--- src/rtl/mem_request_sequencer.sv ---
// Load/store front end: one command in, one peripheral request out, one extended response back.
// The timeout counter bounds the wait for slaves that never answer.
`ifndef MEM_BUS_DEFS
`define MEM_BUS_DEFS
`define ADDR_W 32
`define WORD_W 32
`define MEM_COUNT_W 3
`define MEM_COUNT_NONE 3'd0
`define MEM_COUNT_BYTE 3'd1
`define MEM_COUNT_HALF 3'd2
`define MEM_COUNT_WORD 3'd3
`define MEM_CODE_W 3
`define MEM_CODE_INVALID 3'd0
`define MEM_CODE_READ 3'd1
`define MEM_CODE_WRITE 3'd2
`define MEM_CODE_MISALIGNED 3'd3
`define MEM_CODE_OUT_OF_BOUNDS 3'd4
`endif

module mem_request_sequencer #(
   parameter int unsigned TIMEOUT_CYCLES = 8,
   parameter int unsigned CNT_W          = 8
) (
   input  logic                    clk,
   input  logic                    reset,
   input  logic                    i_cmd_valid,
   output logic                    o_cmd_ready,
   input  logic [`ADDR_W-1:0]      i_cmd_addr,
   input  logic [`WORD_W-1:0]      i_cmd_wr_data,
   input  logic                    i_cmd_wr_en,
   input  logic [`MEM_COUNT_W-1:0] i_cmd_count,
   input  logic                    i_cmd_unsigned,
   output logic [`ADDR_W-1:0]      o_req_addr,
   output logic [`WORD_W-1:0]      o_req_wr_data,
   output logic                    o_req_wr_en,
   output logic [`MEM_COUNT_W-1:0] o_req_count,
   input  logic [`WORD_W-1:0]      i_res_rd_data,
   input  logic [`MEM_CODE_W-1:0]  i_res_code,
   output logic                    o_rsp_valid,
   output logic [`WORD_W-1:0]      o_rsp_rd_data,
   output logic [`MEM_CODE_W-1:0]  o_rsp_code,
   output logic                    o_timeout
);

   typedef enum logic [1:0] {S_IDLE, S_REQ, S_WAIT, S_RESP} state_t;

   localparam logic [CNT_W-1:0] CNT_LAST = CNT_W'(TIMEOUT_CYCLES - 1);

   state_t                  state_q, state_d;
   logic [CNT_W-1:0]        cnt_q, cnt_d;
   logic [`ADDR_W-1:0]      addr_q, addr_d;
   logic [`WORD_W-1:0]      wdata_q, wdata_d;
   logic                    we_q, we_d;
   logic [`MEM_COUNT_W-1:0] count_q, count_d;
   logic                    uns_q, uns_d;
   logic [`WORD_W-1:0]      rdata_q, rdata_d;
   logic [`MEM_CODE_W-1:0]  code_q, code_d;
   logic                    tmo_q, tmo_d;

   function automatic logic count_ok(input logic [`MEM_COUNT_W-1:0] c);
      return (c == `MEM_COUNT_BYTE) || (c == `MEM_COUNT_HALF) || (c == `MEM_COUNT_WORD);
   endfunction

   function automatic logic [`WORD_W-1:0] extend(input logic [`WORD_W-1:0] d,
                                                 input logic [`MEM_COUNT_W-1:0] c,
                                                 input logic uns);
      case (c)
         `MEM_COUNT_BYTE: extend = {{(`WORD_W-8){~uns & d[7]}}, d[7:0]};
         `MEM_COUNT_HALF: extend = {{(`WORD_W-16){~uns & d[15]}}, d[15:0]};
         default:         extend = d;
      endcase
   endfunction

   always_ff @(posedge clk) begin
      if (reset) begin
         state_q <= S_IDLE;
         cnt_q   <= '0;
         rdata_q <= '0;
         code_q  <= `MEM_CODE_INVALID;
         tmo_q   <= 1'b0;
      end else begin
         state_q <= state_d;
         cnt_q   <= cnt_d;
         rdata_q <= rdata_d;
         code_q  <= code_d;
         tmo_q   <= tmo_d;
      end
   end

   // Latched command copy; only meaningful while a transaction is in flight.
   always_ff @(posedge clk) begin
      addr_q  <= addr_d;
      wdata_q <= wdata_d;
      we_q    <= we_d;
      count_q <= count_d;
      uns_q   <= uns_d;
   end

   always_comb begin
      state_d = state_q;
      cnt_d   = cnt_q;
      addr_d  = addr_q;
      wdata_d = wdata_q;
      we_d    = we_q;
      count_d = count_q;
      uns_d   = uns_q;
      rdata_d = rdata_q;
      code_d  = code_q;
      tmo_d   = tmo_q;
      case (state_q)
         S_IDLE: begin
            if (i_cmd_valid) begin
               addr_d  = i_cmd_addr;
               wdata_d = i_cmd_wr_data;
               we_d    = i_cmd_wr_en;
               count_d = i_cmd_count;
               uns_d   = i_cmd_unsigned;
               state_d = S_REQ;
            end
         end
         S_REQ: begin
            cnt_d = '0;
            if (count_ok(count_q)) begin
               state_d = S_WAIT;
            end else begin
               rdata_d = '0;
               code_d  = `MEM_CODE_INVALID;
               tmo_d   = 1'b0;
               state_d = S_RESP;
            end
         end
         S_WAIT: begin
            if (i_res_code != `MEM_CODE_INVALID) begin
               code_d  = i_res_code;
               rdata_d = (i_res_code == `MEM_CODE_READ) ? extend(i_res_rd_data, count_q, uns_q) : '0;
               tmo_d   = 1'b0;
               state_d = S_RESP;
            end else if (cnt_q == CNT_LAST) begin
               code_d  = `MEM_CODE_OUT_OF_BOUNDS;
               rdata_d = '0;
               tmo_d   = 1'b1;
               state_d = S_RESP;
            end else begin
               cnt_d = cnt_q + 1'b1;
            end
         end
         default: state_d = S_IDLE;
      endcase
   end

   always_comb begin
      o_cmd_ready   = (state_q == S_IDLE);
      o_rsp_valid   = (state_q == S_RESP);
      o_req_addr    = '0;
      o_req_wr_data = '0;
      o_req_wr_en   = 1'b0;
      o_req_count   = `MEM_COUNT_NONE;
      if (state_q == S_REQ && count_ok(count_q)) begin
         o_req_addr    = addr_q;
         o_req_wr_data = wdata_q;
         o_req_wr_en   = we_q;
         o_req_count   = count_q;
      end
   end

   assign o_rsp_rd_data = rdata_q;
   assign o_rsp_code    = code_q;
   assign o_timeout     = tmo_q;

endmodule

--- config.mk ---
export PLATFORM = sky130hd
export DESIGN_NAME = mem_request_sequencer
export DESIGN_NICKNAME = d
export VERILOG_FILES = /design/src/rtl/mem_request_sequencer.sv
export SDC_FILE = /design/constraint.sdc
export NUM_CORES = 1
export LEC_CHECK = 0
export CELL_PAD_IN_SITES_DETAIL_PLACEMENT = 1
export CELL_PAD_IN_SITES_GLOBAL_PLACEMENT = 1
export CORE_AREA = 2 2 170 89
export CTS_CLUSTER_SIZE = 8
export DETAILED_ROUTE_END_ITERATION = 7
export DIE_AREA = 0 0 172 91
export GPL_ROUTABILITY_DRIVEN = 0
export PLACE_DENSITY = 0.86
export SYNTH_ARGS = -nofsm -noshare
export SYNTH_HDL_FRONTEND = slang
export SYNTH_SLANG_ARGS = --single-unit
--- constraint.sdc ---
create_clock -name clk -period 6.2 [get_ports clk]
set_input_delay 1.24 -clock clk [delete_from_list [all_inputs] [get_ports clk]]
set_output_delay 1.24 -clock clk [all_outputs]
set_load 0.03 [all_outputs]
==> results of run 1 <==
## path summary, 6_finish.rpt
path	start	end	cells past startpoint
worst max-delay path	count_q[2]	o_req_wr_data[17]	3
worst min-delay path	o_rsp_rd_data[18]	o_rsp_rd_data[18]	1
worst max register to register	count_q[2]	o_rsp_rd_data[3]	5
worst min register to register	o_rsp_rd_data[18]	o_rsp_rd_data[18]	1
## placed cells by master, fill, tap and decap left out, types with 5 or more instances in the layout
master	n
a22o_1	8
nor2_1	25
clkbuf_16	17
clkdlybuf4s50_1	211
nand3_1	6
a21oi_1	19
and3_1	69
a21o_1	9
o2bb2ai_2	10
edfxtp_1	69
o2bb2ai_1	6
o21ai_0	21
nand2b_1	6
dfxtp_1	46
ha_1	5
## layout make-up
type / count / share of cell area (%)
flip-flops and latches: 115 / 39.64
repair buffers: 214 / 28.27
multi-input cells: 224 / 20.46
clock buffers: 19 / 5.866
well taps: 198 / 3.281
clock inverters: 13 / 2.287
inverters: 4 / 0.1988
## power groups by stage
stage	logic (mW)	registers, mW	clock network (mW)
CTS	0.806	1.02	1.04
finish	0.799	1.02	1.02
detailed placement	0.803	1.03	0
floorplan	0.462	1.03	0
global placement	0.770	1.02	0
global route	0.855	1.03	1.08
## registers in the layout, summed over array words and instances (netlist names)
name           flops
addr_q            32
cnt_q              8
count_q            3
o_rsp_code         3
o_rsp_rd_data     32
o_timeout          1
state_q            2
uns_q              1
wdata_q           32
we_q               1
## worst register-to-register path: cells and delay by family (launching register included)
family          cells  cell delay [ps]
flops               1              540
buf+inv             1              360
compound gates      4             2010
## layer usage
metal,wire length [um],vias to the layer above
met4,151,0
met2,6973,145
met3,1422,12
met1,6864,1875
li1,-,1807
met5,0,-
## cell families (layout without fill, tap and decap cells)
kind of cell,count (synthesis),count (layout),share of synthesized area (%)
AOI/OAI and AO/OA,89,89,14.81
xor gates and xnor gates,3,3,0.5604
adders and majority gates,6,6,1.601
buffers and inverters,33,250,3.308
DFF,115,115,63.82
muxes,2,2,0.4536
other,1,1,0.07997
and+or+nand+nor,123,123,15.37
==> impl_metrics.env, run 1 <==
export IMPL_r2r_slack_ps=3240
export IMPL_leakagePower_nw=2.843
export IMPL_grt_antenna_before_repair=0
export IMPL_seq_power_share_pct=35.9
export IMPL_dieWidth_um=172
export IMPL_drv_cap=0
export IMPL_grt_pass1_wl_um=23810
export IMPL_busiest_layer="met2"
export IMPL_hp_class="flop to flop"
export IMPL_routed_wl_um=15410
export IMPL_crit_family="compound AO/OA/AOI/OAI gates"
export IMPL_wl_per_cell_um=19.58
export IMPL_tightest_slew_ps=1189
export IMPL_met3_usage_pct=9.111
export IMPL_drt_first_pass_iters=4
export IMPL_overflow=0
export IMPL_start_kind="flop"
export IMPL_internal_power_mw=1.903
export IMPL_ir_drop_v=0.0001802
export IMPL_num_fill_cells=1485
export IMPL_drc=0
export IMPL_synth_seq_cells=115
export IMPL_finalWorstSetupSlack_ps=1912
export IMPL_relSlewSlack_pct=20.70
export IMPL_ys_top_cells_by_count="and3_1 (69), edfxtp_1 (69), dfxtp_1 (46)"
export IMPL_clkSinkCount=115
export IMPL_area_growth_pct=61.02
export IMPL_finalClockSkew_ps=10.85
export IMPL_viasPerCell=4.878
export IMPL_grt_max_degree=75
export IMPL_cp_cell_sequence="o21ba_2, and3_1, clkdlybuf4s50_1"
export IMPL_syn_area_per_cell_um2=12.61
export IMPL_grt_util_met2_pct=31.16
export IMPL_clockPowerShare_pct=35.9
export IMPL_final_area_mm2=0.007551
export IMPL_rsz0062_at_grt="false"
export IMPL_core_mm2=0.01412
export IMPL_place_inst=755
export IMPL_first_global_vias=4132
export IMPL_die_h_um=91
export IMPL_synth_top_area_share_pct=44.18
export IMPL_finalHoldWorstSlack_ps=469.2
export IMPL_fin_crit_sh_pct=69.17
export IMPL_grt_util_all_layers_pct=20.14
export IMPL_dieArea_mm2=0.01565
export IMPL_arrival_ps=3050
export IMPL_p_switching_mw=0.9284
export IMPL_multi_input_area_mm2=0.001545
export IMPL_cts_hold_repair_buffers=0
export IMPL_synth_enable_flop_cells=69
export IMPL_portBuffers=211
export IMPL_critPathMaxFanout=68
export IMPL_async_flop_share_pct=0
export IMPL_cts_buffers=17
export IMPL_clk_latency_ps=400
export IMPL_final_core_util_pct=53.48
export IMPL_power_frac_comb_pct=28.2
export IMPL_synth_seq_area_share_pct=63.82
export IMPL_synthDistinctLibCells=46
export IMPL_cts_tree="done"
export IMPL_drive_above_1_share_pct=9.168
export IMPL_drtAntennaViolNets=0
export IMPL_dpl_worst_slack_ps=2341
export IMPL_cts_buffer_depth=2
export IMPL_yosys_area_top_type="edfxtp_1"
export IMPL_clk_pin_slew_ps=60
export IMPL_initial_utilization_pct=33.22
export IMPL_num_io_pins=213
export IMPL_sw_frac_of_total_pct=32.79
export IMPL_synth_area_leaders="edfxtp_1 (44%), dfxtp_1 (20%), and3_1 (9.2%), o2bb2ai_2 (3.2%), o21ai_0 (2.2%)"
export IMPL_worst_setup_path_type="flop to output port"
export IMPL_worst_path_max_delay_cell="o21ba_2"
export IMPL_num_rows=31
export IMPL_hold_viol=0
export IMPL_endpoint_kind="output port"
export IMPL_fin_nets=689
export IMPL_required_ps=4960
export IMPL_post_dp_hpwl_um=11380
export IMPL_grtUsageMet1_pct=25.72
export IMPL_regArea_mm2=0.002993
export IMPL_path_buf_inv=1
export IMPL_cts_max_level=4
export IMPL_syn_cell_area_mm2=0.004689
export IMPL_synth_ff_type="edfxtp_1"
export IMPL_finalCriticalPeriod_ps=4288
export IMPL_diodes=0
export IMPL_stdcell_count=787
export IMPL_slowest_delay_ps=1080
export IMPL_power_mw=2.832
export IMPL_timing_fmax_ghz=0.2332
export IMPL_finalSetupViolCount=0
export IMPL_placed_area_mm2=0.006935
export IMPL_status="completed"
export IMPL_tns_ps=0
export IMPL_cts_root_buffer="clkbuf_16"
export IMPL_syn_num_nets=485
export IMPL_post_cts_buffers=0
export IMPL_finalMaxSlewViolations=0
export IMPL_drt_initial_drc_count=248
export IMPL_p_per_area_mw_per_mm2=375.0
export IMPL_vias=3839
export IMPL_cts_resized=0
export IMPL_yosys_warnings=0
export IMPL_syn_inst=372
(Power assumes the default switching activity.)
==> run 2: changes to the inputs <==
Settings changed: CORE_AREA 2 2 170 89 to 2 2 183 95, DIE_AREA 0 0 172 91 to 0 0 185 97, PLACE_DENSITY 0.86 to 0.79.
Clock period 6.2 ns to 3.45 ns, I/O delays scaled along.
==> impl_metrics.env, run 2 (same netlist as run 1, synthesis figures left out) <==
export IMPL_core_mm2=0.01619
export IMPL_final_cell_mix="clkdlybuf4s50_1 (211), and3_1 (69), edfxtp_1 (69), dfxtp_1 (46), nor2_1 (25)"
export IMPL_cts_buffers=17
export IMPL_clkSinkCount=115
export IMPL_fin_nets=693
export IMPL_routed_wl_um=14880
export IMPL_grt_max_degree=70
export IMPL_endpoint_kind="output port"
export IMPL_worst_setup_path_type="flop to output port"
export IMPL_overflow=0
export IMPL_viasPerCell=4.685
export IMPL_internal_power_mw=3.355
export IMPL_clk_latency_ps=410
export IMPL_drtAntennaViolNets=0
export IMPL_cts_max_level=4
export IMPL_finalClockSkew_ps=10.40
export IMPL_p_switching_mw=1.622
export IMPL_status="completed"
export IMPL_post_cts_buffers=0
export IMPL_num_io_pins=213
export IMPL_multi_input_area_mm2=0.001545
export IMPL_grt_util_all_layers_pct=16.91
export IMPL_clk_pin_slew_ps=50
export IMPL_dieWidth_um=185
export IMPL_area_growth_pct=62.27
export IMPL_first_global_vias=4094
export IMPL_hp_class="flop to flop"
export IMPL_clockPowerShare_pct=33.7
export IMPL_finalMaxSlewViolations=0
export IMPL_final_area_mm2=0.007610
export IMPL_start_kind="flop"
export IMPL_grt_pass1_wl_um=23030
export IMPL_seq_power_share_pct=36.5
export IMPL_post_dp_hpwl_um=10410
export IMPL_critPathMaxFanout=68
export IMPL_p_per_area_mw_per_mm2=653.9
export IMPL_dieArea_mm2=0.01795
export IMPL_finalCriticalPeriod_ps=3173
export IMPL_timing_fmax_ghz=0.3151
export IMPL_cts_resized=0
export IMPL_rsz0062_at_grt="false"
export IMPL_tightest_slew_ps=766.0
export IMPL_finalHoldWorstSlack_ps=463.2
export IMPL_final_common_cell="clkdlybuf4s50_1"
export IMPL_placed_area_mm2=0.007039
export IMPL_num_rows=33
export IMPL_tns_ps=0
export IMPL_cts_tree="done"
export IMPL_portBuffers=211
export IMPL_die_h_um=97
export IMPL_drive_above_1_share_pct=9.444
export IMPL_initial_utilization_pct=28.97
export IMPL_drt_first_pass_iters=4
export IMPL_finalSetupViolCount=0
export IMPL_drc=0
export IMPL_sw_frac_of_total_pct=32.59
export IMPL_vias=3846
export IMPL_wl_per_cell_um=18.12
export IMPL_cts_buffer_depth=2
export IMPL_grt_antenna_before_repair=1
export IMPL_required_ps=2760
export IMPL_drv_cap=0
export IMPL_cts_root_buffer="clkbuf_16"
export IMPL_hold_viol=0
export IMPL_fin_crit_sh_pct=91.97
export IMPL_relSlewSlack_pct=48.77
export IMPL_regArea_mm2=0.002993
export IMPL_arrival_ps=2480
export IMPL_ir_drop_v=0.0004120
export IMPL_cts_hold_repair_buffers=0
export IMPL_power_frac_comb_pct=29.8
export IMPL_num_fill_cells=1721
export IMPL_leakagePower_nw=2.876
export IMPL_drt_initial_drc_count=161
-- run 2: changes by cell type in the layout (fill, tap and decap cells not counted) --
cell / before / now
clkinvlp_4: 4 / 0
inv_4: 0 / 4
inv_6: 4 / 0
buf_12: 0 / 3
bufinv_16: 3 / 0
clkinv_2: 0 / 3
clkbuf_1: 1 / 3
clkbuf_16: 17 / 19
clkbuf_8: 1 / 3
clkinv_4: 2 / 0
buf_4: 3 / 4
diode_2: 0 / 1
-- run 2: stage by stage --
stage / cells / utilization (%) / power [mW] / setup slack, ps
after floorplan: 372 / - / 2.690 / 534.1
after global placement: 788 / 43.49 / 3.295 / 678.7
after detailed placement: 788 / 43.49 / 3.336 / 608.7
after CTS: 820 / 47.00 / 5.042 / 248.8
after global routing: 821 / 47.02 / 5.215 / 126.5
final: 821 / 47.02 / 4.976 / 276.9
-- run 2: final cells by class --
cell class	count	share of cell area, %
Clock inverter	7	0.5261
Tap cell	227	3.732
Inverter	4	0.1973
Clock buffer	25	6.939
Multi-Input combinational cell	224	20.31
Sequential cell	115	39.33
Timing Repair Buffer	218	28.94
Antenna cell	1	0.03288
-- run 2: per-layer routing --
| metal | track usage, % | vias to the layer above | routed length, um |
|---|---|---|---|
| li1 | - | 1816 | - |
| met1 | 18.88 | 1902 | 5963 |
| met2 | 30.28 | 99 | 7911 |
| met3 | 3.765 | 29 | 562 |
| met4 | 8.425 | 0 | 438 |
| met5 | 0 | - | 0 |
-- run 2: power by group through the flow --
stage	Sequential [mW]	Clock (mW)	Combinational (mW)
after global placement	1.83	0	1.47
final	1.82	1.68	1.48
after CTS	1.82	1.72	1.51
after global routing	1.84	1.79	1.59
after floorplan	1.86	0	0.831
after detailed placement	1.84	0	1.49
-- run 2: path summary, 6_finish.rpt --
| check | slack, ps | endpoint | from | cells after the start |
|---|---|---|---|---|
| max reg2reg | 1010 | o_rsp_rd_data[4] | state_q[1] | 8 |
| max | 280 | o_req_addr[12] | count_q[2] | 4 |
| min | 460 | o_rsp_rd_data[20] | o_rsp_rd_data[20] | 1 |
| min reg2reg | 460 | o_rsp_rd_data[20] | o_rsp_rd_data[20] | 1 |
-- run 2: worst max-delay path, stage by stage (launching register included) --
cell,delay [ps]
edfxtp_1,530
o21ba_2,330
buf_12,250
and3_1,220
clkdlybuf4s50_1,720
